`src/rtl/regfile_wb_arbiter.sv`:
```
// Round-robin arbiter for the shared regfile write port, with a registered write stage and busy scoreboard.
// Optional WB_FWD_EN macro adds forwarding outputs from the staged write and relaxes RAW checks.
module regfile_wb_arbiter #(
    parameter int unsigned NUM_REQ = 3,
    parameter int unsigned XLEN    = 32
) (
    input  logic                    clk,
    input  logic                    rst,
    input  logic                    issue_valid_i,
    input  logic [4:0]              issue_rd_i,
    input  logic [4:0]              rs1_id_i,
    input  logic [4:0]              rs2_id_i,
    output logic                    hazard_o,
    input  logic [NUM_REQ-1:0]      req_valid_i,
    input  logic [NUM_REQ*5-1:0]    req_rd_i,
    input  logic [NUM_REQ*XLEN-1:0] req_data_i,
    output logic [NUM_REQ-1:0]      req_ready_o,
    output logic                    w_en_o,
    output logic [4:0]              rd_id_o,
    output logic [XLEN-1:0]         rd_write_data_o,
`ifdef WB_FWD_EN
    output logic                    rs1_fwd_o,
    output logic                    rs2_fwd_o,
    output logic [XLEN-1:0]         fwd_data_o,
`endif
    output logic [31:0]             busy_o
);

    localparam int unsigned PTR_W = (NUM_REQ > 2) ? 2 : 1;

    logic [PTR_W-1:0] rr_ptr_q, rr_ptr_d;
    logic             w_en_q, w_en_d;
    logic [4:0]       rd_id_q, rd_id_d;
    logic [XLEN-1:0]  data_q, data_d;
    logic [31:0]      busy_q, busy_d;

    logic [PTR_W-1:0] win;
    logic [PTR_W-1:0] idx;
    logic             found;
    logic [4:0]       win_rd;
    logic [XLEN-1:0]  win_data;
    logic             rs1_b, rs2_b, rd_b;

    // Search starts one past the last winner and wraps; first valid requester wins.
    always_comb begin
        win         = '0;
        idx         = '0;
        found       = 1'b0;
        req_ready_o = '0;
        for (int unsigned k = 1; k <= NUM_REQ; k++) begin
            idx = PTR_W'((32'(rr_ptr_q) + k) % NUM_REQ);
            if (!found && req_valid_i[idx]) begin
                found = 1'b1;
                win   = idx;
            end
        end
        if (found) begin
            req_ready_o[win] = 1'b1;
        end
    end

    assign win_rd   = req_rd_i[win*5 +: 5];
    assign win_data = req_data_i[win*XLEN +: XLEN];

    // A source being written this cycle is satisfied by the forward path when enabled.
    always_comb begin
        rd_b  = (issue_rd_i != 5'd0) && busy_q[issue_rd_i];
`ifdef WB_FWD_EN
        rs1_b = (rs1_id_i != 5'd0) && busy_q[rs1_id_i] && !(w_en_q && (rd_id_q == rs1_id_i));
        rs2_b = (rs2_id_i != 5'd0) && busy_q[rs2_id_i] && !(w_en_q && (rd_id_q == rs2_id_i));
`else
        rs1_b = (rs1_id_i != 5'd0) && busy_q[rs1_id_i];
        rs2_b = (rs2_id_i != 5'd0) && busy_q[rs2_id_i];
`endif
        hazard_o = issue_valid_i && (rs1_b || rs2_b || rd_b);
    end

    // Next state: write stage capture, pointer advance, scoreboard clear then set (set wins).
    always_comb begin
        rr_ptr_d = rr_ptr_q;
        w_en_d   = 1'b0;
        rd_id_d  = rd_id_q;
        data_d   = data_q;
        busy_d   = busy_q;
        if (found) begin
            rr_ptr_d = win;
            if (win_rd != 5'd0) begin
                w_en_d  = 1'b1;
                rd_id_d = win_rd;
                data_d  = win_data;
            end
        end
        if (w_en_q) begin
            busy_d[rd_id_q] = 1'b0;
        end
        if (issue_valid_i && !hazard_o && (issue_rd_i != 5'd0)) begin
            busy_d[issue_rd_i] = 1'b1;
        end
        busy_d[0] = 1'b0;
    end

    always_ff @(posedge clk or negedge rst) begin
        if (!rst) begin
            rr_ptr_q <= PTR_W'(NUM_REQ - 1);
            w_en_q   <= 1'b0;
            rd_id_q  <= '0;
            data_q   <= '0;
            busy_q   <= '0;
        end else begin
            rr_ptr_q <= rr_ptr_d;
            w_en_q   <= w_en_d;
            rd_id_q  <= rd_id_d;
            data_q   <= data_d;
            busy_q   <= busy_d;
        end
    end

    assign w_en_o          = w_en_q;
    assign rd_id_o         = rd_id_q;
    assign rd_write_data_o = data_q;
    assign busy_o          = busy_q;

`ifdef WB_FWD_EN
    assign rs1_fwd_o  = w_en_q && (rd_id_q == rs1_id_i) && (rs1_id_i != 5'd0);
    assign rs2_fwd_o  = w_en_q && (rd_id_q == rs2_id_i) && (rs2_id_i != 5'd0);
    assign fwd_data_o = data_q;
`endif

endmodule

```
`config.mk`:
```
export PLATFORM = sky130hd
export DESIGN_NAME = regfile_wb_arbiter
export DESIGN_NICKNAME = d
export VERILOG_FILES = /design/src/rtl/regfile_wb_arbiter.sv
export SDC_FILE = /design/constraint.sdc
export NUM_CORES = 1
export LEC_CHECK = 0
export ABC_AREA = 1
export CAP_MARGIN = 20
export CORE_MARGIN = 3
export CORE_UTILIZATION = 40
export CTS_CLUSTER_DIAMETER = 120
export DETAILED_ROUTE_END_ITERATION = 10
export GPL_TIMING_DRIVEN = 0
export MAX_ROUTING_LAYER = met4
export PLACE_DENSITY_LB_ADDON = 0.08
export SYNTH_ARGS = -nofsm -noshare
export SYNTH_HDL_FRONTEND = slang
export SYNTH_SLANG_ARGS = --single-unit
```
`constraint.sdc`:
```
create_clock -name clk -period 2.37 [get_ports clk]
set_clock_uncertainty 0.05 [all_clocks]
set_input_delay 0.3555 -clock clk [delete_from_list [all_inputs] [get_ports clk]]
set_output_delay 0.3555 -clock clk [all_outputs]
set_load 0.05 [all_outputs]
```
==> key figures <==
Status
  • Outcome: complete, but fails checks
  • Violated checks: setup timing

Placement
  • DPL Wire Length: roughly 15000 µm
  • PortBufs: between 200 and 250
  • Placed Area: ~0.0073 mm²
  • Place WS: -1.67 ns
  • Gpl congestion: 0.936
  • DP Cell Count: 1125

Final layout
  • Non-filler cells, final: ~1200
  • Layout cells sized above 1: around a quarter
  • Fin nets: between 1000 and 1500
  • Most frequent cells in the layout: clkdlybuf4s50_1, nand2_1, o21ai_0
  • Core Util, Final: about three quarters
  • Filler cells: 889
  • Commonest non-fill, non-tap cell in the layout: clkdlybuf4s50_1
  • ANT cells: 0
  • Post-Layout Inst Area: 0.00883 mm²
  • Layout area overhead: 78.5%

STA
  • Minimum clock period: roughly 2.9 ns
  • Fin. max-slew vios: 0
  • Setup TNS: -17.85 ns
  • Period Utilization, post-route: 121%
  • # setup viols final: 42
  • Max Clk Rate: 348 MHz
  • Fin Hold WS: 0.309 ns
  • RSZ-0062 raised after global routing: true
  • PnR worst setup slack: -0.506 ns
  • Final Hold Viols: 0
  • Worst slew margin: 52.3%
  • Worst Tran Pin Value: between 0.7 and 0.8 ns

Die
  • Core area: ~0.012 mm²
  • Starting Density: around 42%
  • # IOs: 206
  • Die Ht: between 100 and 150 µm
  • Std-Cell Rows: 39
  • Die Width: 117 µm
  • Die Area: around 0.014 mm²

Critical path
  • Worst Reg-to-Reg Cells: 19
  • Crit Path Max Fanout: 5
  • Worst reg2reg path endpoint: rd_id_o[2]
  • Crit path required time: between 1.5 and 2 ns
  • Crit path capture type: primary output
  • CP Launch Type: flip-flop
  • Setup CP Type: flip-flop to primary output
  • Worst reg2reg startpoint: rr_ptr_q[1]
  • Worst reg2reg setup slack: -0.48 ns
  • Critical Path AT: ~2.5 ns

Logic synthesis
  • Post-synthesis instance area: just under 0.005 mm²
  • Post-synth cell types: 33
  • Synth Net Count: between 800 and 900
  • Syn Area/Cell: 6.54 µm²
  • Ys async rst share: 100%
  • Synth warnings: 0
  • Post-Syn Instances: 756
  • Prevailing post-synth register cell: dfrtp_1
  • Sequential fraction of the synthesis area: a little over a third
  • Number of synthesized register bits: 71
  • Number of flops mapped to enable cells by yosys: 0

Global route
  • Initial antenna violation count: 0
  • GR Util All Layers: roughly 30%
  • Grt ovf: 0
  • First-pass GRT wire length: 30600 µm
  • Largest net degree at the start of global routing: a little over 70
  • Vias in the first global route: approximately 6000

Clock tree
  • Clock Tree Root: clkbuf_16
  • CTS buffer count: 9
  • Clk Latency, worst-skew pair: around 0.34 ns
  • H-tree Lvls: 3
  • Clock Sinks: 71
  • Clock buffer depth: 2
  • CTS clock-pin slew for the worst setup and hold paths: ~0.060 ns
  • CTS tree: done

Drt
  • DRC viols: 0
  • Wire length on met2: about 11000 µm
  • DRT Wirelength: 21800 µm
  • DR top layer: met4
  • Vias: ~6600
  • Remaining antenna violation count: 0
  • Vias per cell: around 5.5
  • DRT met1 WL: around 8400 µm
  • Wire per inst: 18.1 µm
  • Pre-antenna DRT Iters: 5
  • Drt initial violations: around 520
  • Metal3 WL: ~1800 µm

Pwr
  • PwrDens: 1900 mW/mm²
  • VDD IR-drop max: approximately 1.2 mV
  • Power Total: about 17 mW
  • Pleak: 4.03 nW

Run
  • Max cap viols: 0

Worst hold path
  • Hold crit path type: input pin to asynchronous set/reset pin
-- how the worst max path moves through the flow --
stage / to / slack, ns / start / cells after the start
final: req_ready_o[2] / -0.51 / rr_ptr_q[1] / 13
after global routing: rd_id_o[2] / -0.61 / rr_ptr_q[1] / 19
after CTS: req_ready_o[0] / -0.42 / rr_ptr_q[1] / 14
after detailed placement: hazard_o / -1.67 / rs2_id_i[0] / 12
after global placement: hazard_o / -1.66 / rs2_id_i[0] / 12
after floorplan: req_ready_o[0] / -0.17 / rr_ptr_q[1] / 13
-- timing repair --
item	in CTS	in global routing
buffers inserted	26	32
cloned	3	3
gates resized for setup	106	146
pin swaps	25	30
hold buffers	1	0
endpoints found under the setup margin	74	62
hold endpoints to repair	1	0
-- cells by family (layout without fill, tap and decap cells) --
family,after synthesis,count (layout),synth area share (%)
buf+inv,105,390,8.85
simple gates,404,404,35.7
compound gates,171,171,18.4
other cells,1,1,0.0758
flops,71,71,35.9
fa+ha+maj,4,4,1.01
-- cell type report --
type	count	area [µm²]	area share, %
plain buffers	37	338	3.83
clock buffers	11	243	2.75
clock inverters	5	57.6	0.652
inverters	67	268	3.03
multi-input cells	580	3270	37.0
flip-flops and latches	71	1780	20.2
well taps	164	205	2.32
repair buffers	269	2670	30.2
repair inverters	1	5.00	0.0567
-- critical path, stage by stage (launching register included) --
cell and delay (ns):
dfstp_2 0.59, buf_4 0.13, ha_2 0.21, o21ai_2 0.10
nand2_4 0.11, a21oi_2 0.06, nand2_1 0.08, nand2_2 0.06
nor2_4 0.14, inv_2 0.07, buf_8 0.13, clkbuf_16 0.14
buf_4 0.15, buf_6 0.15
-- synth_stat cells (2+ instances only) --
master,number,share of area (%)
nand2_1,208,16
o21ai_0,127,13
nand3_1,73,7.4
dfrtp_1,70,35
nor2_1,66,5.0
inv_1,56,4.2
nand4_1,34,4.3
clkbuf_1,22,1.7
a21oi_1,18,1.8
inv_2,10,0.76
nor3_1,9,0.91
buf_1,8,0.61
a22oi_1,5,0.76
buf_6,5,1.1
nand2_2,5,0.63
o21ai_1,5,0.51
o221ai_1,5,0.89
o22ai_1,5,0.63
ha_1,4,1.0
o211ai_1,3,0.46
buf_2,2,0.20
nand3_2,2,0.40
nand3b_1,2,0.30
nor2_2,2,0.25
o2111ai_1,2,0.35
-- report_power, final --
group	total, mW	internal, mW	switching, mW
clock network	1.38	0.844	0.536
logic	12.8	5.10	7.70
registers	2.62	1.91	0.706
total	16.8	7.86	8.94
-- state kept, by name, indices dropped and copies added (netlist names) --
register / flops
busy_o: 31
rr_ptr_q: 2
rd_write_data_o: 32
w_en_o: 1
rd_id_o: 5
-- per-layer routing --
layer | vias up | global-route usage (%)
met2 | 363 | 50.3
met3 | 48 | 6.27
li1 | 3113 | -
met4 | 0 | 9.33
met1 | 3067 | 35.3
met5 | - | -
(Power assumes the default switching activity.)
